--- src/rtl/rr_arbiter_8_pkg.sv ---
// Shared constants and state encoding for the 8-way round-robin arbiter.
package rr_arbiter_8_pkg;

  localparam int N_REQ = 8;
  localparam int IDX_W = 3;

  typedef enum logic {
    IDLE  = 1'b0,
    GRANT = 1'b1
  } arb_state_e;

endpackage

--- src/rtl/rr_arbiter_8_decoder.sv ---
// 3-to-8 one-hot decoder with enable; all zeros when disabled.
module decoder_3to8 (
  input  logic [2:0] in,
  input  logic       enable,
  output logic [7:0] out
);

  always_comb begin
    out = '0;
    if (enable) out[in] = 1'b1;
  end

endmodule

--- src/rtl/rr_arbiter_8.sv ---
// Round-robin arbiter for 8 requesters with done/withdraw/timeout release.
module rr_arbiter_8
  import rr_arbiter_8_pkg::*;
#(
  parameter int MAX_HOLD = 16,
  parameter int CNT_W    = 5
) (
  input  logic             clk,
  input  logic             rst_n,
  input  logic [N_REQ-1:0] req,
  input  logic             done,
  output logic [IDX_W-1:0] grant_idx,
  output logic             grant_valid,
  output logic [N_REQ-1:0] grant_onehot,
  output logic             timeout
);

  localparam logic [CNT_W-1:0] HOLD_LAST =
    CNT_W'((MAX_HOLD == 0) ? 0 : MAX_HOLD - 1);

  arb_state_e       state;
  logic [IDX_W-1:0] ptr;
  logic [CNT_W-1:0] cnt;

  logic [2*N_REQ-2:0] req2;
  logic [N_REQ-1:0]   rot;
  logic [IDX_W-1:0]   off;
  logic [IDX_W-1:0]   winner;

  logic expire;
  logic withdrew;
  logic release_now;

  // Rotate so bit 0 is ptr, take the lowest set bit, rotate back.
  always_comb begin
    req2   = {req[N_REQ-2:0], req};
    rot    = req2[ptr +: N_REQ];
    off    = '0;
    for (int i = N_REQ - 1; i >= 0; i--) begin
      if (rot[i]) off = IDX_W'(i);
    end
    winner = ptr + off;
  end

  assign expire      = (MAX_HOLD != 0) && (cnt == HOLD_LAST);
  assign withdrew    = !req[grant_idx];
  assign release_now = done || withdrew || expire;

  always_ff @(posedge clk or negedge rst_n) begin
    if (!rst_n) begin
      state       <= IDLE;
      ptr         <= '0;
      cnt         <= '0;
      grant_idx   <= '0;
      grant_valid <= 1'b0;
      timeout     <= 1'b0;
    end else begin
      timeout <= 1'b0;
      unique case (state)
        IDLE: begin
          if (|req) begin
            grant_idx   <= winner;
            grant_valid <= 1'b1;
            cnt         <= '0;
            state       <= GRANT;
          end
        end
        GRANT: begin
          if (release_now) begin
            grant_valid <= 1'b0;
            state       <= IDLE;
            ptr         <= grant_idx + 3'd1;
            cnt         <= '0;
            timeout     <= expire && !done && !withdrew;
          end else begin
            cnt <= cnt + 1'b1;
          end
        end
      endcase
    end
  end

  decoder_3to8 u_dec (
    .in    (grant_idx),
    .enable(grant_valid),
    .out   (grant_onehot)
  );

endmodule

--- config.mk ---
export PLATFORM = sky130hd
export DESIGN_NAME = rr_arbiter_8
export DESIGN_NICKNAME = d
export VERILOG_FILES = /design/src/rtl/rr_arbiter_8_pkg.sv /design/src/rtl/rr_arbiter_8_decoder.sv /design/src/rtl/rr_arbiter_8.sv
export SDC_FILE = /design/constraint.sdc
export NUM_CORES = 1
export LEC_CHECK = 0
export CORE_MARGIN = 8
export CORE_UTILIZATION = 30
export DETAILED_ROUTE_END_ITERATION = 10
export PLACE_DENSITY = 0.51
export SKIP_LAST_GASP = 1
export SLEW_MARGIN = 20
export SYNTH_ARGS = -nofsm -noshare
export SYNTH_HDL_FRONTEND = slang
export SYNTH_SLANG_ARGS = --single-unit
--- constraint.sdc ---
create_clock -name clk -period 2.6 [get_ports clk]
set_input_delay 0.52 -clock clk [delete_from_list [all_inputs] [get_ports clk]]
set_output_delay 0.52 -clock clk [all_outputs]
set_load 0.005 [all_outputs]
==> impl_metrics.py, run 1 <==
metrics = {
    "synth": {
        "synth.yosys.warnings": 0,
        "syn_nets": 172,
        "ys_seq_area_share_pct": 27.2,
        "yosys.area.top_type": "dfrtp_1",
        "mappedNetlistArea_um2": 1290,
        "synth_top_flop_cell": "dfrtp_1",
        "synth_top_family_by_area": "simple AND/OR/NAND/NOR gates",
        "synth_async_sr_flop_share_pct": 100,
        "synth.most_common_cell": "nand2_1",
        "ys_seq_elements": 14,
        "synthesis.instances": 156,
        "synth_mux_area_share_pct": 11.0,
        "post_synth_and_or_nand_nor_area_fraction_pct": 26.4,
        "synth_cell_types": 42,
        "mean_syn_cell_area_um2": 8.26,
        "synthesized_area_fraction_occupied_by_xor_and_xnor_cells_pct": 2.04,
        "synthDominantCellAreaShare_pct": 27.2,
        "synth_area_leaders": "dfrtp_1 27%, mux4_2 8.7%, nand2_1 6.4%",
        "synth_edf_count": 0,
        "synth_top_cells_by_count": "22 x nand2_1, 14 x dfrtp_1, 12 x nor2_1",
        "complex_gate_fraction_of_the_synthesized_area_pct": 20.3,
        "synth_fa_ha_area_share_pct": 5.44,
    },
    "min_path": {
        "hold_path_end": "cnt[4]$_DFFE_PN0P_",
        "worst_hold_path.num_cells": 2,
        "hold_start": "cnt[4]$_DFFE_PN0P_",
        "min_path_type": "reg -> reg",
    },
    "power": {
        "max-vdd-ir-drop_v": 0.000406,
        "netSwitchingPower_mw": 0.772,
        "comb_power_share_pct": 65.1,
        "seqPwrFrac_pct": 25.3,
        "power.static_leakage_nw": 0.802,
        "power.density_cell_area_nw_per_um2": 968,
        "switching_share_pct": 42.8,
        "post-layout-total-power_mw": 1.81,
        "p_clk_share_pct": 9.7,
        "power_report.internal_total_mw": 1.03,
    },
    "cts": {
        "cts_made_buffers": 3,
        "cts_root_buffer": "clkbuf_8",
        "clk-insertion-delay-late_ns": 0.24,
        "clkTransAtPathRegs_ns": 0.06,
        "clock_sinks": 14,
        "htreeDepth": 1,
        "cts_hold_buf": 0,
        "tritoncts_clock_tree": "yes",
        "maximum_root_to_sink_buffer_count": 2,
    },
    "grt": {
        "antenna_found_initial": 0,
        "grt_usage_pct": 12.3,
        "vias_in_the_first_global_route": 1394,
        "wire_length_of_the_first_global_routing_pass_mm": 6.49,
        "grt_max_degree": 15,
        "grt_overflow": 0,
    },
    "setup_path": {
        "crit_path_start_kind": "input port",
        "critical_path_arrival_ns": 2.62,
        "ff2ff_path_depth": 11,
        "timing.critical_path.required_ns": 2.73,
        "r2r_end": "grant_idx[2]$_DFFE_PN0P_",
        "reg2reg_slack_ns": 0.13,
        "worst-path-max-fanout": 2,
        "setup.worst_path.end_class": "register",
        "r2r_start": "ptr[0]$_DFFE_PN0P_",
        "timing_worst_setup_path_type": "in -> reg",
    },
    "final_layout": {
        "flow.area_growth_from_synthesis_pct": 44.9,
        "antenna_cells": 0,
        "finalNonFillerCells": 253,
        "layout-drive-gt1-share_pct": 34.3,
        "fin_nets": 219,
        "layout.core_utilization_pct": 44.1,
    },
    "route": {
        "post-route-drc-count": 0,
        "route.antenna.remaining_nets": 0,
        "route.vias.total": 1325,
        "vias_per_cell": 5.24,
        "detail_route.wirelength_mm": 3.86,
        "detail_route.wl_per_cell_um": 15.3,
        "detail_route.iter0.violations": 65,
        "drt_pass1_iterations": 4,
    },
    "sta": {
        "fin_tns_setup_ns": 0,
        "timing.hold.ws_ns": 0.488,
        "clock.fmax_mhz": 401,
        "clk_skew_ns": 0.00223,
        "timing.final.crit_period_ns": 2.49,
        "hold_viol": 0,
        "min_period_over_period_pct": 95.9,
        "maxSlewHeadroom_pct": 55.4,
        "tightestPinTransition_ns": 0.667,
        "final-setup-viol-count": 0,
        "finalMaxSlewViolations": 0,
    },
    "die": {
        "num_io_pins": 24,
        "chipHeight_um": 81.5,
        "die-width_um": 81.5,
        "dieArea_um2": 6650,
        "floorplan.initialDensity_pct": 30.4,
        "core-area_um2": 4230,
        "core.rowCount": 24,
    },
    "placed_design": {
        "dp_hpwl_mm": 3.00,
        "place.gp.congestion": 0.898,
        "io_buffer_count": 23,
        "cell_count_post_placement": 248,
    },
    "run_status": {
        "status": "finished clean",
    },
    "flow_run": {
        "drv.max_cap_violation_count": 0,
    },
}
==> how the worst max path moves through the flow <==
stage,from,to,slack (ns),cells past startpoint
4_1_cts,req[6],grant_idx[2]$_DFFE_PN0P_,0.01,11
3_5_place_dp,req[0],grant_idx[2]$_DFFE_PN0P_,-0.52,9
2_1_floorplan,req[1],grant_idx[2]$_DFFE_PN0P_,0.03,12
5_1_grt,ptr[0]$_DFFE_PN0P_,grant_idx[2]$_DFFE_PN0P_,-0.004,11
6_report,req[3],grant_idx[2]$_DFFE_PN0P_,0.11,12
3_3_place_gp,req[7],grant_idx[2]$_DFFE_PN0P_,-0.48,12
==> sequential cells by signal, indices dropped and copies added (netlist names) <==
name / cells
state: 1
timeout: 1
ptr: 3
cnt: 5
grant_idx: 3
grant_valid: 1
==> per-layer routing <==
| layer | GRT usage (%) | share of wire [%] |
|---|---|---|
| met5 | 0 | 0 |
| met1 | 12.7 | 40 |
| met3 | 2.41 | 3.1 |
| met2 | 23.2 | 55 |
| met4 | 6.07 | 2.3 |
==> metrics by stage <==
step                      setup slack [ns]  cell area [um^2]
after global routing              -0.00372              1870
after detailed placement            -0.521              1740
after floorplan                     0.0328              1290
final                                0.105              1870
after global placement              -0.480              1740
after CTS                           0.0134              1810
==> cells in the final DEF (no fill, tap or decap), drive strengths merged, types with 2 or more instances in the layout <==
cell,count
buf,31
nand2,22
clkdlybuf4s50,15
dfrtp,14
nor2,12
nor3,9
inv,9
a21oi,8
clkbuf,8
o21ai,6
nand2b,6
mux4,5
nand3,5
a21o,4
ha,4
nor2b,3
and3,3
nor4,3
clkdlybuf4s15,3
a211oi,3
xor2,3
a211o,2
o211ai,2
o21a,2
o221ai,2
nand4,2
a31oi,2
==> layout make-up <==
type	count	area [um^2]
Clock buffer	3	41.3
Fill cell	419	2370
Inverter	9	33.8
Multi-Input combinational cell	121	933
Sequential cell	14	352
Tap cell	52	65.1
Timing Repair Buffer	54	442
==> power groups by stage <==
stage | logic (mW) | registers [mW] | clock network [mW]
after floorplan | 0.750 | 0.352 | 0
after global placement | 1.05 | 0.450 | 0
after detailed placement | 1.07 | 0.459 | 0
after CTS | 1.13 | 0.449 | 0.181
after global routing | 1.30 | 0.476 | 0.196
final | 1.18 | 0.456 | 0.174
==> worst max-delay path, stage by stage <==
cell and delay [ns]:
clkdlybuf4s15_1 0.20, inv_1 0.06, a211o_1 0.33, a31oi_4 0.21, o221ai_2 0.12, nand2_1 0.09, ha_2 0.17, inv_2 0.04
fa_2 0.34, xor2_2 0.15, a21o_1 0.16, a31o_2 0.23
==> cells by family after synthesis <==
group / after synthesis
and+or+nand+nor: 68
AOI/OAI and AO/OA: 38
buffers and inverters: 21
DFF: 14
muxes: 7
adders and majority gates: 5
xor gates and xnor gates: 3
==> timing repair <==
item / in CTS / in global routing
setup buffers: 1 / 1
endpoints found under the hold margin: 0 / 0
endpoints found under the setup margin: 2 / 1
pin swaps: 7 / 10
resized for setup: 22 / 24
Note: power is estimated with default switching activity, not from simulation.
==> run 2: changes to the inputs <==
--- a/config.mk
+++ b/config.mk
@@ -6,11 +6,10 @@
 export NUM_CORES = 1
 export LEC_CHECK = 0
 export CORE_MARGIN = 8
-export CORE_UTILIZATION = 30
+export CORE_UTILIZATION = 47
 export DETAILED_ROUTE_END_ITERATION = 10
-export PLACE_DENSITY = 0.51
+export PLACE_DENSITY = 0.74
 export SKIP_LAST_GASP = 1
-export SLEW_MARGIN = 20
 export SYNTH_ARGS = -nofsm -noshare
 export SYNTH_HDL_FRONTEND = slang
 export SYNTH_SLANG_ARGS = --single-unit
==> run 2 against run 1 <==
- flip-flop and latch count did not move
- non-clock buffer count up 1
- critical endpoint unchanged
- global-route usage rose by 4.9 points
- count of clock-buffer cells in the layout up 1
- largest power group unchanged
- clock skew is 0.0021 ns higher
- wire length increased by 1.8%
- die area shrank 30%
- critical path depth is 1 lower
==> impl_metrics.py, run 2 (synthesis results as in run 1) <==
metrics = {
    "cts": {
        "tritoncts_clock_tree": "yes",
        "clk-insertion-delay-late_ns": 0.28,
        "htreeDepth": 1,
        "cts_made_buffers": 3,
        "clock_sinks": 14,
        "clkTransAtPathRegs_ns": 0.09,
        "cts_hold_buf": 0,
        "maximum_root_to_sink_buffer_count": 2,
        "cts_root_buffer": "clkbuf_4",
    },
    "final_layout": {
        "area_used_by_sequential_logic_in_the_layout_um2": 352,
        "multi_input_area_um2": 977,
        "antenna_cells": 0,
        "layout.cells.most_common": "buf_4",
        "layout-drive-gt1-share_pct": 36.9,
        "flow.area_growth_from_synthesis_pct": 48.3,
        "layout_top_registers": "cnt (5), grant_idx (3), ptr (3)",
        "finalNonFillerCells": 234,
        "largest_register": "cnt",
        "layout_common_cells": "29 x buf_4, 22 x nand2_1, 15 x clkdlybuf4s50_1",
        "largest_register_ff_count": 5,
        "layout.core_utilization_pct": 71.2,
        "fin_nets": 220,
        "fill_cells": 233,
    },
    "placed_design": {
        "io_buffer_count": 23,
        "cell_count_post_placement": 229,
        "place.gp.congestion": 0.895,
        "dp_hpwl_mm": 2.98,
    },
    "setup_path": {
        "r2r_start": "ptr[0]$_DFFE_PN0P_",
        "crit_path_slowest_cell": "dfrtp_2",
        "worst-path-max-fanout": 12,
        "crit_path_cell_trace": "buf_12, a211o_1, a31oi_2, o221ai_1, nand2_1, ha_2, inv_2, fa_2, xor2_2, a21o_1, a31o_2",
        "critical_path_arrival_ns": 2.73,
        "crit_path_start_kind": "register",
        "timing_worst_setup_path_type": "reg -> reg",
        "setup.worst_path.end_class": "register",
        "reg2reg_slack_ns": 0.05,
        "r2r_end": "grant_idx[2]$_DFFE_PN0P_",
        "timing.critical_path.slowest_cell_delay_ns": 0.45,
        "timing.critical_path.required_ns": 2.78,
        "ff2ff_path_depth": 11,
    },
    "route": {
        "routed.top_layer": "met4",
        "detail_route.wl_per_cell_um": 16.8,
        "routed-wl-met2_mm": 2.24,
        "detail_route.iter0.violations": 88,
        "met3_wl_um": 105,
        "route.antenna.remaining_nets": 0,
        "vias_per_cell": 5.82,
        "met1_length_mm": 1.51,
        "detail_route.wirelength_mm": 3.93,
        "post-route-drc-count": 0,
        "route.vias.total": 1363,
        "drt_pass1_iterations": 4,
    },
    "die": {
        "die-width_um": 68.4,
        "core.rowCount": 19,
        "core-area_um2": 2690,
        "num_io_pins": 24,
        "dieArea_um2": 4670,
        "floorplan.initialDensity_pct": 48.0,
        "chipHeight_um": 68.4,
    },
    "power": {
        "max-vdd-ir-drop_v": 0.000898,
        "power.static_leakage_nw": 0.824,
        "power.density_cell_area_nw_per_um2": 994,
        "post-layout-total-power_mw": 1.90,
    },
    "sta": {
        "clk_skew_ns": 0.00430,
        "tightestPinTransition_ns": 0.646,
        "clock.fmax_mhz": 392,
        "timing.hold.ws_ns": 0.494,
        "final-setup-viol-count": 0,
        "finalMaxSlewViolations": 0,
        "hold_viol": 0,
        "maxSlewHeadroom_pct": 56.8,
        "min_period_over_period_pct": 98.1,
        "timing.final.crit_period_ns": 2.55,
    },
    "min_path": {
        "worst_hold_path.num_cells": 2,
        "hold_start": "cnt[4]$_DFFE_PN0P_",
        "hold_path_end": "cnt[4]$_DFFE_PN0P_",
        "min_path_type": "reg -> reg",
    },
    "run_status": {
        "status": "finished clean",
    },
    "grt": {
        "antenna_found_initial": 0,
        "vias_in_the_first_global_route": 1415,
        "grt_overflow": 0,
        "grt_max_degree": 15,
        "wire_length_of_the_first_global_routing_pass_mm": 6.31,
        "grt_usage_pct": 17.3,
    },
    "flow_run": {
        "drv.max_cap_violation_count": 0,
    },
}
==> run 2: cell type report <==
class / count / area share [%]
Multi-Input combinational cell: 121 / 51.1
Timing Repair Buffer: 55 / 24.8
Sequential cell: 14 / 18.4
Tap cell: 31 / 2.03
Clock buffer: 4 / 1.90
Inverter: 9 / 1.77
==> run 2: how the worst max path moves through the flow <==
stage	from	to	slack, ns	cells after the start
after CTS	ptr[0]$_DFFE_PN0P_	grant_idx[2]$_DFFE_PN0P_	0.003	11
after floorplan	req[1]	grant_idx[2]$_DFFE_PN0P_	0.03	12
final	ptr[0]$_DFFE_PN0P_	grant_idx[2]$_DFFE_PN0P_	0.05	11
after detailed placement	req[0]	grant_idx[2]$_DFFE_PN0P_	-0.65	9
after global routing	ptr[0]$_DFFE_PN0P_	grant_idx[2]$_DFFE_PN0P_	-0.03	11
after global placement	req[6]	grant_idx[2]$_DFFE_PN0P_	-0.49	11
==> run 2: metrics by stage <==
| step | worst slack (ns) | TNS (ns) | instance area [um^2] |
|---|---|---|---|
| 2_1_floorplan | 0.0328 | 0 | 1290 |
| 3_3_place_gp | -0.491 | -0.829 | 1740 |
| 3_5_place_dp | -0.646 | -1.04 | 1740 |
| 4_1_cts | 0.00253 | 0 | 1830 |
| 5_1_grt | -0.0314 | -0.0314 | 1910 |
| 6_report | 0.0497 | 0 | 1910 |
==> run 2: per-layer routing <==
metal	track usage, %	up-vias
li1	-	660
met5	0	-
met3	2.45	10
met2	33.3	20
met1	19.0	673
met4	4.86	0
==> run 2: critical path: cells and delay by family (launching register included) <==
family	cells	cell delay (ns)
AND/OR/NAND/NOR	1	0.09
XOR/XNOR	1	0.16
buffers and inverters	2	0.19
adder cells (fa/ha/maj)	2	0.52
AO/OA/AOI/OAI	5	1.05
flip-flops	1	0.45
==> run 2: repair_timing <==
action                                  4_1_cts  5_1_grt
endpoints found under the setup margin        2        1
gates resized for setup                      22       27
buffers inserted                              1        0
pin swaps                                     5        7
==> run 2: power by group <==
part	internal, mW	total [mW]	switching (mW)
combinational	0.700	1.29	0.586
sequential	0.292	0.455	0.163
clock	0.0852	0.160	0.0744
total	1.08	1.90	0.824
==> run 3: changes to the inputs <==
--- a/config.mk
+++ b/config.mk
@@ -5,6 +5,8 @@
 export SDC_FILE = /design/constraint.sdc
 export NUM_CORES = 1
 export LEC_CHECK = 0
+export ABC_AREA = 0
+export CAP_MARGIN = 40
 export CORE_MARGIN = 8
 export CORE_UTILIZATION = 47
 export DETAILED_ROUTE_END_ITERATION = 10
==> results of run 3 <==
Same layout as run 2: the final DEF is identical, and so are final timing and power.
